File: src/rtl/seg7_pkg.sv
// seg7_pkg: active-low {g,f,e,d,c,b,a} segment patterns for hex 0-F, blank pattern, and hex_to_seg(nibble) -> pattern
package seg7_pkg;
  localparam logic [6:0] SEG_0 = 7'b100_0000;
  localparam logic [6:0] SEG_1 = 7'b111_1001;
  localparam logic [6:0] SEG_2 = 7'b010_0100;
  localparam logic [6:0] SEG_3 = 7'b011_0000;
  localparam logic [6:0] SEG_4 = 7'b001_1001;
  localparam logic [6:0] SEG_5 = 7'b001_0010;
  localparam logic [6:0] SEG_6 = 7'b000_0010;
  localparam logic [6:0] SEG_7 = 7'b111_1000;
  localparam logic [6:0] SEG_8 = 7'b000_0000;
  localparam logic [6:0] SEG_9 = 7'b001_1000;
  localparam logic [6:0] SEG_A = 7'b000_1000;
  localparam logic [6:0] SEG_B = 7'b000_0011;
  localparam logic [6:0] SEG_C = 7'b100_0110;
  localparam logic [6:0] SEG_D = 7'b010_0001;
  localparam logic [6:0] SEG_E = 7'b000_0110;
  localparam logic [6:0] SEG_F = 7'b000_1110;
  localparam logic [6:0] SEG_OFF = 7'h7F;
  localparam logic [6:0] SEG_LUT [16] = '{SEG_0, SEG_1, SEG_2, SEG_3, SEG_4, SEG_5, SEG_6, SEG_7,
                                          SEG_8, SEG_9, SEG_A, SEG_B, SEG_C, SEG_D, SEG_E, SEG_F};
  function automatic logic [6:0] hex_to_seg(input logic [3:0] v);
    return SEG_LUT[v];
  endfunction
endpackage

File: src/rtl/seg7_scan_driver_if.sv
// seg7_scan_driver_if: display bus; master drives i_w_data/i_w_dp/i_w_blank/i_w_load, slave drives o_w_7seg/o_w_dp/o_w_an/o_w_frame
interface seg7_scan_driver_if #(parameter int DIGITS = 8);
  logic [4*DIGITS-1:0] i_w_data;
  logic [DIGITS-1:0] i_w_dp;
  logic [DIGITS-1:0] i_w_blank;
  logic i_w_load;
  logic [6:0] o_w_7seg;
  logic o_w_dp;
  logic [DIGITS-1:0] o_w_an;
  logic o_w_frame;
  modport master (output i_w_data, i_w_dp, i_w_blank, i_w_load, input o_w_7seg, o_w_dp, o_w_an, o_w_frame);
  modport slave (input i_w_data, i_w_dp, i_w_blank, i_w_load, output o_w_7seg, o_w_dp, o_w_an, o_w_frame);
endinterface

File: src/rtl/seg7_prescaler.sv
// seg7_prescaler: counts 0..PRESCALE-1 and wraps; ports i_w_clk, i_w_rst_n (sync active-low), o_w_tick (high on last count), o_w_count
module seg7_prescaler #(
  parameter int PRESCALE = 100000,
  localparam int PW = PRESCALE > 1 ? $clog2(PRESCALE) : 1
) (
  input  logic i_w_clk,
  input  logic i_w_rst_n,
  output logic o_w_tick,
  output logic [PW-1:0] o_w_count
);
  localparam logic [PW-1:0] LAST = PW'(PRESCALE - 1);
  assign o_w_tick = o_w_count == LAST;
  always_ff @(posedge i_w_clk) o_w_count <= (!i_w_rst_n || o_w_tick) ? '0 : o_w_count + 1'b1;
endmodule

File: src/rtl/seg7_scan_driver.sv
// seg7_scan_driver: multiplexed common-anode 7-seg driver; ports i_w_clk, i_w_rst_n (sync active-low), bus (slave: shadow load in, registered seg/dp/anode/frame out)
module seg7_scan_driver
  import seg7_pkg::*;
#(
  parameter int DIGITS = 8,
  parameter int PRESCALE = 100000,
  parameter int BLANK_CYCLES = 2
) (
  input logic i_w_clk,
  input logic i_w_rst_n,
  seg7_scan_driver_if.slave bus
);
  localparam int PW = PRESCALE > 1 ? $clog2(PRESCALE) : 1;
  localparam int IW = DIGITS > 1 ? $clog2(DIGITS) : 1;
  localparam logic [PW-1:0] BLANK_END = PW'(BLANK_CYCLES);
  localparam logic [IW-1:0] LAST_IDX = IW'(DIGITS - 1);
  if (DIGITS < 1 || DIGITS > 16 || BLANK_CYCLES < 0 || PRESCALE < BLANK_CYCLES + 2) begin : g_param_check
    $fatal(1, "seg7_scan_driver: illegal DIGITS/PRESCALE/BLANK_CYCLES");
  end
  logic tick;
  logic [PW-1:0] count;
  logic [IW-1:0] idx;
  logic [4*DIGITS-1:0] data_q;
  logic [DIGITS-1:0] dp_q;
  logic [DIGITS-1:0] blank_q;
  logic dark;
  seg7_prescaler #(.PRESCALE(PRESCALE)) u_prescaler (
    .i_w_clk  (i_w_clk),
    .i_w_rst_n(i_w_rst_n),
    .o_w_tick (tick),
    .o_w_count(count)
  );
  assign dark = count < BLANK_END || blank_q[idx];
  always_ff @(posedge i_w_clk) begin
    if (!i_w_rst_n) begin
      idx <= '0;
      data_q <= '0;
      dp_q <= '0;
      blank_q <= '0;
      bus.o_w_an <= '1;
      bus.o_w_7seg <= SEG_OFF;
      bus.o_w_dp <= 1'b1;
      bus.o_w_frame <= 1'b0;
    end else begin
      if (bus.i_w_load) begin
        data_q <= bus.i_w_data;
        dp_q <= bus.i_w_dp;
        blank_q <= bus.i_w_blank;
      end
      idx <= tick ? (idx == LAST_IDX ? '0 : idx + 1'b1) : idx;
      bus.o_w_frame <= tick && idx == LAST_IDX;
      bus.o_w_an <= dark ? '1 : ~(DIGITS'(1) << idx);
      bus.o_w_7seg <= dark ? SEG_OFF : hex_to_seg(data_q[{idx, 2'b00} +: 4]);
      bus.o_w_dp <= dark || !dp_q[idx];
    end
  end
endmodule

File: src/flat_wrapper.sv
// flat-port wrapper written by rule: the top's interface ports become plain ports
module seg7_scan_driver_flat import seg7_pkg::*;
#(
  parameter int DIGITS = 8,
  parameter int PRESCALE = 100000,
  parameter int BLANK_CYCLES = 2
)
  (i_w_clk, i_w_rst_n, bus_i_w_data, bus_i_w_dp, bus_i_w_blank, bus_i_w_load, bus_o_w_7seg, bus_o_w_dp, bus_o_w_an, bus_o_w_frame);
  seg7_scan_driver_if #(.DIGITS(DIGITS)) bus_i ();
  input logic i_w_clk;
  input logic i_w_rst_n;
  input wire logic [$bits(bus_i.i_w_data)-1:0] bus_i_w_data;
  input wire logic [$bits(bus_i.i_w_dp)-1:0] bus_i_w_dp;
  input wire logic [$bits(bus_i.i_w_blank)-1:0] bus_i_w_blank;
  input wire logic [$bits(bus_i.i_w_load)-1:0] bus_i_w_load;
  output wire logic [$bits(bus_i.o_w_7seg)-1:0] bus_o_w_7seg;
  output wire logic [$bits(bus_i.o_w_dp)-1:0] bus_o_w_dp;
  output wire logic [$bits(bus_i.o_w_an)-1:0] bus_o_w_an;
  output wire logic [$bits(bus_i.o_w_frame)-1:0] bus_o_w_frame;
  assign bus_i.i_w_data = bus_i_w_data;
  assign bus_i.i_w_dp = bus_i_w_dp;
  assign bus_i.i_w_blank = bus_i_w_blank;
  assign bus_i.i_w_load = bus_i_w_load;
  assign bus_o_w_7seg = bus_i.o_w_7seg;
  assign bus_o_w_dp = bus_i.o_w_dp;
  assign bus_o_w_an = bus_i.o_w_an;
  assign bus_o_w_frame = bus_i.o_w_frame;
  seg7_scan_driver #(.DIGITS(DIGITS), .PRESCALE(PRESCALE), .BLANK_CYCLES(BLANK_CYCLES)) u_core (.i_w_clk(i_w_clk), .i_w_rst_n(i_w_rst_n), .bus(bus_i));
endmodule
File: config.mk
export PLATFORM = sky130hd
export DESIGN_NAME = seg7_scan_driver_flat
export DESIGN_NICKNAME = d
export VERILOG_FILES = /design/src/rtl/seg7_pkg.sv /design/src/rtl/seg7_scan_driver_if.sv /design/src/rtl/seg7_prescaler.sv /design/src/rtl/seg7_scan_driver.sv /design/src/flat_wrapper.sv
export SDC_FILE = /design/constraint.sdc
export NUM_CORES = 1
export LEC_CHECK = 0
export ABC_AREA = 1
export CORE_AREA = 2 2 88 90
export CTS_BUF_LIST = sky130_fd_sc_hd__clkbuf_8
export DETAILED_ROUTE_END_ITERATION = 12
export DIE_AREA = 0 0 90 92
export MAX_ROUTING_LAYER = met4
export PLACE_DENSITY = 0.86
export SLEW_MARGIN = 25
export SYNTH_ARGS = -nofsm -noshare
export SYNTH_HDL_FRONTEND = slang
export SYNTH_SLANG_ARGS = --single-unit
export TNS_END_PERCENT = 1
File: constraint.sdc
create_clock -name i_w_clk -period 1.8 [get_ports i_w_clk]
set_input_delay 0.18 -clock i_w_clk [delete_from_list [all_inputs] [get_ports i_w_clk]]
set_output_delay 0.18 -clock i_w_clk [all_outputs]
set_load 0.005 [all_outputs]
==> summary.md <==
| Metric | Value |
|---|---|
| Synth-to-layout area growth | 25.7% |
| Layout cells sized above 1 | 0.0921 |
| Final Slew Violations | 0 |
| Worst reg2reg startpoint | u_core.idx[0]$_SDFFE_PN0P_ |
| Adder-Cell Fraction of Synth Area | 0.0385 |
| Post-synth top flop | dfxtp_1 |
| Die area | 8280 µm² |
| Synth top cells by count | nand2_1, dfxtp_1, inv_1 |
| Routability cong. | 0.930 |
| Sequential cell area | 1710 µm² |
| Switching part of the total | 0.246 |
| DR WL/cell | 12.5 µm |
| Final Setup Violations | 0 |
| Mapped Nets | 599 |
| Skew-Pair Late Insertion Delay | 360 ps |
| Top cells by area, synth | dfxtp_1, nand2_1, o21ai_0, nand3_1, a21oi_1 |
| First-pass GRT wire length | 14.5 mm |
| Synth warn | 0 |
| Largest net degree at the start of global routing | 85 |
| Number of global-route vias before repair | 3274 |
| Io pins | 68 |
| Chip height | 92 µm |
| Seq pwr share | 0.532 |
| Post-synthesis mux area share | 0 |
| Final #Nets | 666 |
| ANT nets after route | 0 |
| Antenna Cells | 0 |
| HP Start | bus_i_w_blank[7] |
| Most common cell in the netlist | nand2_1 |
| Clock transition at the registers of the reported paths | 80 ps |
| Clock share of power | 0.348 |
| Ys async rst share | 0 |
| Max Root-Sink Buffers | 2 |
| Reg2Reg Setup Slack | 150 ps |
| Multi-input logic area | 1820 µm² |
| Hold Path Sink | u_core.blank_q[7]$_SDFFE_PN0P_ |
| HP Class | input pin to flip-flop |
| Fmax | 605 MHz |
| Post-synthesis sequential area ratio | 0.436 |
| Pint | 2840 µW |
| Crit path capture type | flip-flop |
| GRT Overall Usage | 0.223 |
| Post-synthesis xor/xnor area fraction | 0.00673 |
| PD cells | 767 nW/µm² |
| CP Max Fanout | 11 |
| Total Wirelength | 8.88 mm |
| Setup TNS | 0 ps |
| WP data required | 2040 ps |
| Combinational share of power | 0.120 |
| Site Rows | 32 |
| Slew Limit Headroom | 0.777 |
| Synth unique cells | 32 |
| Max Clock Skew | 9.91 ps |
| Status | complete, no violations |
| DRC viols | 0 |
| DP Wirelength | 6.48 mm |
| H-tree depth | 3 |
| Critical path startpoint category | flip-flop |
| VDD IR-drop max | 431 µV |
| Via Count | 3669 |
| Yosys reg bits | 85 |
| Post-Synth Simple-Gate Area | 0.274 |
| Clk root buf | clkbuf_8 |
| Hold depth | 3 |
| Max-Cap Viols | 0 |
| P_leak | 0.00207 µW |
| Worst R2R End | u_core.bus.o_w_7seg[6]$_SDFF_PP1_ |
| Average size of a mapped cell | 7.28 µm² |
| Synth top area share | 0.436 |
| CTS tree | yes |
| Largest family of logic cells by synthesized area | simple AND/OR/NAND/NOR gates |
| GR Overflow Total | 0 |
| Synthesized instance count | 536 |
| Dpl cells | 694 |
| Worst-Margin Slew | 333 ps |
| Vias/cell | 5.17 |
| Final hold vios | 0 |
| Num CTS Buffers | 9 |
| Net switching power | 927 µW |
| Number of synthesized flops with an enable pin | 0 |
| CORE AREA | 7450 µm² |
| FF-to-FF path depth | 12 |
| Area of the mapped netlist | 3900 µm² |
| Die width | 90 µm |
| Sink Count | 85 |
| Dominant cell type by area after synthesis | dfxtp_1 |
| Min cycle time layout | 1650 ps |
| # fillers | 655 |
| RSZ-0062 raised after global routing | no |
| Crit share post-route | 0.918 |
| Pre-Repair DR Iteration Count | 7 |
| First-iteration detailed-routing DRC count | 252 |
| Area fraction in compound gates after synthesis | 0.146 |
| Arr. time, crit path | 1890 ps |
| Fin cells | 710 |
| WS Path Type | flip-flop to flip-flop |
| Initial core utilization | 0.524 |
| Number of antenna violations at the first check in global routing | 0 |
| Final core utilization | 0.659 |
| I/O Buffers | 67 |
==> metal layers <==
| layer | global-route usage | vias up | routed length (µm) |
|---|---|---|---|
| met1 | 0.277 | 1647 | 3930 |
| met3 | 0.0378 | 12 | 568 |
| li1 | - | 1865 | - |
| met4 | 0.0936 | 0 | 133 |
| met5 | - | - | 0 |
| met2 | 0.361 | 145 | 4240 |
==> flip-flops by register name (all words and copies together) (netlist names) <==
| signal | flops |
|---|---|
| u_core.bus.o_w_an | 8 |
| u_core.dp_q | 8 |
| u_core.idx | 3 |
| u_core.u_prescaler.o_w_count | 17 |
| u_core.data_q | 32 |
| u_core.bus.o_w_dp | 1 |
| u_core.bus.o_w_7seg | 7 |
| u_core.blank_q | 8 |
| u_core.bus.o_w_frame | 1 |
==> power by group through the flow <==
stage / clock [µW] / sequential, µW / combinational, µW
3_5_place_dp: 0 / 2050 / 444
2_1_floorplan: 0 / 2040 / 242
5_1_grt: 1420 / 2010 / 503
6_report: 1310 / 2000 / 451
3_3_place_gp: 0 / 2040 / 435
4_1_cts: 1330 / 2000 / 447
==> how the worst max path moves through the flow <==
stage / startpoint / endpoint / slack (ps) / cells past startpoint
5_1_grt: u_core.idx[0]$_SDFFE_PN0P_ / u_core.bus.o_w_7seg[3]$_SDFF_PP1_ / 30 / 11
4_1_cts: u_core.idx[0]$_SDFFE_PN0P_ / u_core.bus.o_w_7seg[6]$_SDFF_PP1_ / 20 / 11
3_3_place_gp: u_core.idx[0]$_SDFFE_PN0P_ / u_core.bus.o_w_7seg[0]$_SDFF_PP1_ / 110 / 11
3_5_place_dp: u_core.idx[0]$_SDFFE_PN0P_ / u_core.bus.o_w_7seg[6]$_SDFF_PP1_ / 40 / 11
2_1_floorplan: u_core.idx[0]$_SDFFE_PN0P_ / u_core.bus.o_w_7seg[3]$_SDFF_PP1_ / 160 / 11
6_report: u_core.idx[0]$_SDFFE_PN0P_ / u_core.bus.o_w_7seg[6]$_SDFF_PP1_ / 150 / 12
==> worst max-delay path, stage by stage, from the launching register on <==
cell     delay, ps
dfxtp_4        370
buf_6          140
nor2_1          90
nor2_1          40
nand2_1         50
nand3_1         80
nand2_2        140
inv_1           80
ha_1           220
nand3_1        140
nand2_1         70
nand2_1         50
nand3_1         60
==> cells by family after synthesis <==
group                      after synthesis
AOI/OAI and AO/OA                      112
xor gates and xnor gates                 3
adders and majority gates               12
buffers and inverters                   91
DFF                                     85
and+or+nand+nor                        233
==> cells in the final DEF, fill, tap and decap left out, types with 3 or more instances in the layout <==
cell type and instances:
nand4_1 3, buf_4 9, nor2_1 54, inv_1 59, nand2_1 97, nor3b_1 3
clkbuf_8 13, o21ai_0 56, ha_1 12, nand3_1 53, dfxtp_1 83, inv_2 8
nand2_2 6, clkdlybuf4s50_1 67, a21oi_1 50, nor3_1 5
==> per-stage QoR <==
step	cell area (µm²)	worst slack (ps)	hold WS (ps)	power (µW)
after floorplan	3900	163	315	2280
after global placement	4690	113	431	2480
after detailed placement	4690	37.8	443	2490
after CTS	4890	17.5	390	3780
after global routing	4910	28.2	408	3940
final	4910	147	404	3770
==> cell type report <==
class | count | share of cell area
clock buffers | 13 | 0.0365
clock inverters | 3 | 0.00383
inverters | 67 | 0.0523
multi-input cells | 360 | 0.370
flip-flops and latches | 85 | 0.348
well taps | 102 | 0.0260
repair buffers | 80 | 0.163
==> timing repair <==
action                     4_1_cts  5_1_grt
hold buffers                     0        0
buffers inserted                 0        0
resized for setup                0        7
setup endpoints to repair        0       12
No activity file was read; power rests on OpenSTA's default activity.
